File: src/rtl/program_loader.sv
// Serial boot loader: parses SYNC/LEN/words/CSUM frames from a UART byte stream,
// writes 10-bit instruction words to imem and releases the CPU only on a good checksum.
module program_loader #(
    parameter int DEPTH   = 64,
    parameter int ADDR_W  = 6,
    parameter int TIMEOUT = 100000
) (
    input  logic              CLK,
    input  logic              RESET,
    input  logic              RX_VALID,
    input  logic [7:0]        RX_DATA,
    output logic              IMEM_WE,
    output logic [ADDR_W-1:0] IMEM_ADDR,
    output logic [9:0]        IMEM_WDATA,
    output logic              CPU_RESET,
    output logic              DONE,
    output logic              ERROR
);

    localparam logic [2:0] ST_IDLE = 3'd0;
    localparam logic [2:0] ST_LEN  = 3'd1;
    localparam logic [2:0] ST_HI   = 3'd2;
    localparam logic [2:0] ST_LO   = 3'd3;
    localparam logic [2:0] ST_CSUM = 3'd4;

    localparam logic [7:0] SYNC_BYTE = 8'hA5;

    // One extra counter bit so that LEN == DEPTH never wraps to zero.
    localparam int CNT_W = ADDR_W + 1;
    localparam int TMO_W = $clog2(TIMEOUT + 1);
    localparam logic [TMO_W-1:0] TMO_LAST = TMO_W'(TIMEOUT - 1);
    localparam logic [8:0]       DEPTH_B  = 9'(DEPTH);

    logic [2:0]       state;
    logic [CNT_W-1:0] word_cnt;
    logic [CNT_W-1:0] len_q;
    logic [CNT_W-1:0] cnt_next;
    logic [7:0]       csum;
    logic [1:0]       hi_bits;
    logic [TMO_W-1:0] tmo_cnt;

    function automatic logic len_ok(input logic [7:0] len);
        return (len != 8'd0) && ({1'b0, len} <= DEPTH_B);
    endfunction

    function automatic logic hi_ok(input logic [7:0] hi);
        return hi[7:2] == 6'd0;
    endfunction

    assign cnt_next = word_cnt + CNT_W'(1);

    always_ff @(posedge CLK or negedge RESET) begin
        if (!RESET) begin
            state      <= ST_IDLE;
            word_cnt   <= '0;
            len_q      <= '0;
            csum       <= '0;
            hi_bits    <= '0;
            tmo_cnt    <= '0;
            IMEM_WE    <= 1'b0;
            IMEM_ADDR  <= '0;
            IMEM_WDATA <= '0;
            CPU_RESET  <= 1'b1;
            DONE       <= 1'b0;
            ERROR      <= 1'b0;
        end else begin
            IMEM_WE <= 1'b0;
            DONE    <= 1'b0;

            // Inter-byte watchdog; a stalled frame is treated like any other frame error.
            if (state == ST_IDLE || RX_VALID) begin
                tmo_cnt <= '0;
            end else if (tmo_cnt == TMO_LAST) begin
                tmo_cnt   <= '0;
                state     <= ST_IDLE;
                ERROR     <= 1'b1;
                CPU_RESET <= 1'b1;
            end else begin
                tmo_cnt <= tmo_cnt + TMO_W'(1);
            end

            if (RX_VALID) begin
                case (state)
                    ST_IDLE: begin
                        if (RX_DATA == SYNC_BYTE) begin
                            state     <= ST_LEN;
                            ERROR     <= 1'b0;
                            CPU_RESET <= 1'b1;
                            word_cnt  <= '0;
                            csum      <= '0;
                        end
                    end
                    ST_LEN: begin
                        if (!len_ok(RX_DATA)) begin
                            state     <= ST_IDLE;
                            ERROR     <= 1'b1;
                            CPU_RESET <= 1'b1;
                        end else begin
                            len_q <= CNT_W'(RX_DATA);
                            csum  <= csum ^ RX_DATA;
                            state <= ST_HI;
                        end
                    end
                    ST_HI: begin
                        if (!hi_ok(RX_DATA)) begin
                            state     <= ST_IDLE;
                            ERROR     <= 1'b1;
                            CPU_RESET <= 1'b1;
                        end else begin
                            hi_bits <= RX_DATA[1:0];
                            csum    <= csum ^ RX_DATA;
                            state   <= ST_LO;
                        end
                    end
                    ST_LO: begin
                        IMEM_WE    <= 1'b1;
                        IMEM_ADDR  <= word_cnt[ADDR_W-1:0];
                        IMEM_WDATA <= {hi_bits, RX_DATA};
                        csum       <= csum ^ RX_DATA;
                        word_cnt   <= cnt_next;
                        state      <= (cnt_next == len_q) ? ST_CSUM : ST_HI;
                    end
                    ST_CSUM: begin
                        if (RX_DATA == csum) begin
                            DONE      <= 1'b1;
                            CPU_RESET <= 1'b0;
                        end else begin
                            ERROR     <= 1'b1;
                            CPU_RESET <= 1'b1;
                        end
                        state <= ST_IDLE;
                    end
                    default: begin
                        state <= ST_IDLE;
                    end
                endcase
            end
        end
    end

endmodule

File: config.mk
export PLATFORM = sky130hd
export DESIGN_NAME = program_loader
export DESIGN_NICKNAME = d
export VERILOG_FILES = /design/src/rtl/program_loader.sv
export SDC_FILE = /design/constraint.sdc
export NUM_CORES = 1
export LEC_CHECK = 0
export BUFFER_PORTS_ARGS = -buffer_cell sky130_fd_sc_hd__buf_2
export CORE_MARGIN = 2
export CORE_UTILIZATION = 63
export CTS_CLUSTER_DIAMETER = 50
export DETAILED_ROUTE_END_ITERATION = 10
export PLACE_DENSITY = 0.84
export SLEW_MARGIN = 20
export SYNTH_ARGS = -nofsm -noshare
export SYNTH_HDL_FRONTEND = slang
export SYNTH_SLANG_ARGS = --single-unit
File: constraint.sdc
create_clock -name CLK -period 4.8 [get_ports CLK]
set_clock_uncertainty 0.15 [all_clocks]
set_input_delay 0 -clock CLK [delete_from_list [all_inputs] [get_ports CLK]]
set_output_delay 0 -clock CLK [all_outputs]
set_load 0.01 [all_outputs]
---- Word-level counts from Yosys, hierarchy flattened ----
Cells that the tools add are included.
storage, ports and cells
  register bits ........................... 64
  output and inout port bits .............. 20
  input port bits ......................... 11
operators by class
  reductions and logical operators ........ 12
  multiplexer cells ....................... 37
  magnitude comparators ................... 1
  add/subtract/negate cells ............... 2
  bitwise gates (word level) .............. 1
  eq/ne operators ......................... 11
operator list
  cell                   count
  $mux 17                2
  $pmux 8 s4             1
  $mux 8                 3
  $mux 1                 19
  $add 17x1->17 const B  1
  $eq 17x17->1 const B   1
  $mux 3                 5
  $pmux 7 s2             1
  $pmux 3 s4             1
  $reduce_and 3->1       3
  $eq 8x8->1             1
  $eq 8x8->1 const B     1
  $le 8x7->1 const B     1
  $pmux 1 s4             2
  $reduce_bool 8->1      1
  $xor 8x8->8            1
  $add 7x1->7 const B    1
  $eq 7x7->1             1
  $mux 7                 1
  $eq 3x2->1 const B     2
  $logic_not 6->1        1
  $reduce_and 5->1       1
  $mux 2                 2
  $ne 2x2->1 const B     2
  9 further kinds        9

---- Logic depth before layout (Yosys ltp) ----
  depth after elaboration ................. 6
  depth in mapped cells ................... 8
  mapped depth without buffers ............ 6

---- Worst setup path after synthesis ----
Ideal clock, no wire load.
  kind .................................... flip-flop to flip-flop
  start point ............................. register word_cnt[0]
  end point ............................... register state[1]
  cell stages (with the launch flop) ...... 7
  arrival time ............................ 1,886 ps
  setup slack ............................. 2,638 ps
  period minus slack after synthesis ...... 2,162 ps
  library setup time ...................... 126 ps
  data required time ...................... 4,524 ps
  cells stage by stage .................... dfrtp_1 -> ha_1 -> nand2_1 -> or3_1 -> a222oi_1 -> nand4_1 -> a221o_1
on the way
  longest elaborated chain between the ends .. 5
ends and longest elaborated chain
  what                      RTL line  source
  start: declaration        35        logic [CNT_W-1:0] word_cnt;
  start signal: assignment  120       word_cnt <= cnt_next;
  $add 7x1->7               50        assign cnt_next = word_cnt + CNT_W'(1);
  $eq 7x7->1                121       state <= (cnt_next == len_q) ? ST_CSUM : ST_HI;
  $mux 3                    121
  $pmux 3 s4                83        case (state)
  $mux 3                    82        if (RX_VALID) begin
  end signal: assignment    121
  end: declaration          34        logic [2:0] state;
No other way between the ends.
A chain may end at the register's enable or synchronous reset.

---- Worst setup path after layout ----
  start point ............................. register state[2]
  end point ............................... register state[1]
on the way
  longest elaborated chain between the ends .. 6
  elaborated cells on any way between the ends .. 9
ends and longest elaborated chain
  what              RTL line  source
  $logic_not 3->1   71, 83
  $logic_or 1x1->1  71        if (state == ST_IDLE || RX_VALID) begin
  $mux 3            71
  $mux 3            85        if (RX_DATA == SYNC_BYTE) begin
  $pmux 3 s4        83
  $mux 3 (*)        82
Every way passes the cells marked *; elsewhere a longest branch is shown, timed or not.

==> flow_metrics.tcl <==
set metrics [dict create \
    outcome "finished clean" \
    setup_total_negative_slack_ns 0 \
    hold_violations 0 \
    setup_violations 0 \
    row_count 26 \
    cp_data_required_time_ns 4.88 \
    final_min_period_over_clock_period_pct 59.5 \
    fin_area_sq_mm 0.00377 \
    timing.rr.end "state[1]$_DFF_PN0_" \
    post_synth_edffs 0 \
    areaGrowthSynthToFinish_pct 15.3 \
    via_count_of_the_first_global_routing_pass 2565 \
    post-cts-setup-buffers 0 \
    crit_path_end "state[1]$_DFF_PN0_" \
    drt-initial-drc-count 160 \
    seq_power_share_pct 49.0 \
    period_needed_ns 2.86 \
    r2r.worst_path.cells 4 \
    power.share.combinational_pct 6.8 \
    grt_pass1_wl_um 12100 \
    cts-root-buf "sky130_fd_sc_hd__clkbuf_8" \
    critical-path-slowest-cell "sky130_fd_sc_hd__clkinv_1" \
    post_synth_inst_count 326 \
    synth_cell_types 58 \
    crit_chain "nor2b_1, nand2_1, clkinv_1, a221o_1" \
    placedInstanceArea_sq_mm 0.00345 \
    share_clk_of_total_power_pct 44.2 \
    cts.hold.buffers_added 10 \
    rsz0062_at_grt "no" \
    cp_num_cells 4 \
    swShare_pct 23.2 \
    core_sq_mm 0.00507 \
    fraction_of_layout_cells_with_a_size_suffix_above_1_pct 18.4 \
    htree_levels 3 \
    number_of_nets_in_the_final_layout 378 \
    syn-mean-instance-area_sq_um 10.0 \
    drcViolationCount 0 \
    synth-warning-count 0 \
    num_antenna_cells 0 \
    internal_power_mw 0.894 \
    critical_path.n_buffers_inverters 1 \
    ys_ff_latch 64 \
    die_y_um 76.1 \
    power_leakage_nw 1.75 \
    antenna_found_initial 0 \
    synth_ff_type "sky130_fd_sc_hd__dfrtp_1" \
    worst-r2r-setup-slack_ns 1.94 \
    maxSlewHeadroom_pct 43.5 \
    wl_um 7190 \
    switchingPower_mw 0.270 \
    crit_path_max_incr_delay_ns 0.72 \
    gpl.final_weighted_congestion 0.817 \
    maxCapViolations 0 \
    gr-total-overflow 0 \
    worst_pin_slew_ns 0.846 \
    floorplan.initialDensity_pct 64.5 \
    num_vias 2602 \
    endpoint_kind "flop" \
    synth.net_count 339 \
    regToRegStartpoint "state[2]$_DFF_PN0_" \
    timing.setup.critical_path_class "flop to flop" \
    hold_path_class "input port to asynchronous set/reset pin" \
    data_arrival_time_of_the_critical_path_ns 2.93 \
    worstSkewPairLatency_ns 0.34 \
    hpwlAfterDp_um 4490 \
    synth.largest_area_cell "sky130_fd_sc_hd__dfrtp_1" \
    cts_resized 0 \
    hold_slack_ns 0.228 \
    detail_route.vias_per_cell 5.91 \
    cts_buffers 9 \
    die_x_um 76.1 \
    tritoncts "yes" \
    global_route.usage.total_pct 26.7 \
    cp-startpoint "state[2]$_DFF_PN0_" \
    dr.pass1.iters 5 \
    netlist_top_cells_area "sky130_fd_sc_hd__dfrtp_1 (48%), sky130_fd_sc_hd__nand2_1 (7.2%), sky130_fd_sc_hd__xor2_1 (5.3%), sky130_fd_sc_hd__nor2_1 (3.7%), sky130_fd_sc_hd__xnor2_1 (3.2%)" \
    port-buffer-count 30 \
    syn-cell-area_sq_mm 0.00327 \
    power_density_mw_per_mm2 308 \
    post_synth_most_frequent_cells "sky130_fd_sc_hd__dfrtp_1 (63), sky130_fd_sc_hd__nand2_1 (63), sky130_fd_sc_hd__nor2_1 (32)" \
    cts.clk_slew.worst_paths_ns 0.07 \
    clock_sink_count 64 \
    synth-seq-area-share_pct 48.9 \
    timing.fmax_mhz 350 \
    floorplan.io_pins 31 \
    maximum_number_of_pins_on_one_net_before_global_route_repair 65 \
    timing.critical_path.max_delay_family "simple AND/OR/NAND/NOR gates" \
    count_of_antenna_violating_nets_left_after_detailed_routing 0 \
    timing.critical_path.fanout_max 26 \
    wire_per_inst_um 16.3 \
    max-clock-path-buffers 2 \
    total_power_mw 1.16 \
    timing.final.max_slew_violations 0 \
    timing.critical_path.from_type "flop" \
    final_core_util_pct 74.4 \
    die_area_sq_mm 0.00579 \
    async_set_or_reset_register_ratio_after_synthesis_pct 100 \
    synth_top_cell_area_share_pct 48.1 \
    peakVddDrop_mv 0.290 \
]
-- cell type report --
class / instances / area (sq um)
clock buffers: 10 / 138
multi-input cells: 245 / 1590
flip-flops and latches: 64 / 1600
inverters: 4 / 15.0
fillers: 382 / 1300
repair buffers: 41 / 258
well taps: 70 / 87.6
clock inverters: 6 / 82.6
-- logic make-up after synthesis --
family	Yosys count	synth area share, %
mux	9	3.10
flops	64	48.9
xor+xnor	32	8.56
buf+inv	17	2.45
fa+ha+maj	2	0.764
compound gates	43	10.1
simple gates	159	26.1
-- power groups by stage --
| stage | Clock, mW | Sequential [mW] | Combinational (mW) |
|---|---|---|---|
| after detailed placement | 0 | 0.579 | 0.0708 |
| after global placement | 0 | 0.578 | 0.0696 |
| after global routing | 0.549 | 0.571 | 0.0874 |
| after floorplan | 0 | 0.578 | 0.0398 |
| final | 0.515 | 0.570 | 0.0792 |
| after CTS | 0.522 | 0.569 | 0.0790 |
-- state kept, by name, indices dropped and copies added (netlist names) --
register / cells
DONE: 1
word_cnt: 7
IMEM_ADDR: 6
len_q: 7
IMEM_WE: 1
csum: 8
CPU_RESET: 1
tmo_cnt: 17
IMEM_WDATA: 10
ERROR: 1
hi_bits: 2
state: 3
-- how the worst min path moves through the flow --
stage | start | end | slack (ns) | cells past startpoint
2_1_floorplan | RESET | DONE$_DFF_PN0_ | -0.45 | 0
3_3_place_gp | RESET | IMEM_ADDR[5]$_DFFE_PN0P_ | 0.06 | 2
4_1_cts | RESET | word_cnt[4]$_DFFE_PN0P_ | 0.24 | 3
6_report | RESET | word_cnt[4]$_DFFE_PN0P_ | 0.23 | 3
5_1_grt | RESET | word_cnt[4]$_DFFE_PN0P_ | 0.31 | 3
3_5_place_dp | RESET | word_cnt[4]$_DFFE_PN0P_ | 0.08 | 2
-- worst reg2reg max path: cells and delay by family (launching register included) --
family | cells | cell delay, ns
flops | 1 | 0.54
buf+inv | 1 | 0.72
simple gates | 2 | 0.86
compound gates | 1 | 0.47
-- cell usage in the layout, fill, tap and decap left out, types with 3 or more instances in the layout --
| cell | synthesis | final |
|---|---|---|
| sky130_fd_sc_hd__nand4_1 | 5 | 5 |
| sky130_fd_sc_hd__clkinv_2 | 0 | 3 |
| sky130_fd_sc_hd__and3_1 | 3 | 3 |
| sky130_fd_sc_hd__nor2b_1 | 7 | 7 |
| sky130_fd_sc_hd__xnor2_1 | 12 | 12 |
| sky130_fd_sc_hd__a221o_1 | 8 | 8 |
| sky130_fd_sc_hd__buf_2 | 3 | 30 |
| sky130_fd_sc_hd__a21oi_1 | 4 | 4 |
| sky130_fd_sc_hd__xor2_1 | 20 | 20 |
| sky130_fd_sc_hd__mux2_2 | 9 | 9 |
| sky130_fd_sc_hd__inv_1 | 3 | 3 |
| sky130_fd_sc_hd__o21ai_0 | 9 | 9 |
| sky130_fd_sc_hd__nor4_1 | 7 | 7 |
| sky130_fd_sc_hd__nand3_1 | 11 | 11 |
| sky130_fd_sc_hd__nand2_1 | 63 | 63 |
| sky130_fd_sc_hd__nor4bb_1 | 7 | 7 |
| sky130_fd_sc_hd__nor2_1 | 32 | 32 |
| sky130_fd_sc_hd__nand2b_1 | 3 | 3 |
| sky130_fd_sc_hd__dlygate4sd3_1 | 0 | 10 |
| sky130_fd_sc_hd__dfrtp_1 | 63 | 63 |
| sky130_fd_sc_hd__clkbuf_8 | 0 | 10 |
-- through the flow --
step / instances / setup WS [ns]
after CTS: 440 / 1.96
after detailed placement: 414 / 2.00
after global routing: 440 / 1.73
after global placement: 414 / 2.12
final: 440 / 1.94
after floorplan: 326 / 2.64
-- layer usage --
metal / wire (um) / up-vias / track usage, %
met3: 327 / 12 / 6.52
met5: 0 / - / 0
met4: 132 / 0 / 11.6
met1: 3230 / 1284 / 35.8
met2: 3500 / 78 / 41.6
li1: - / 1228 / -
Power figures use the tool's default switching activity.
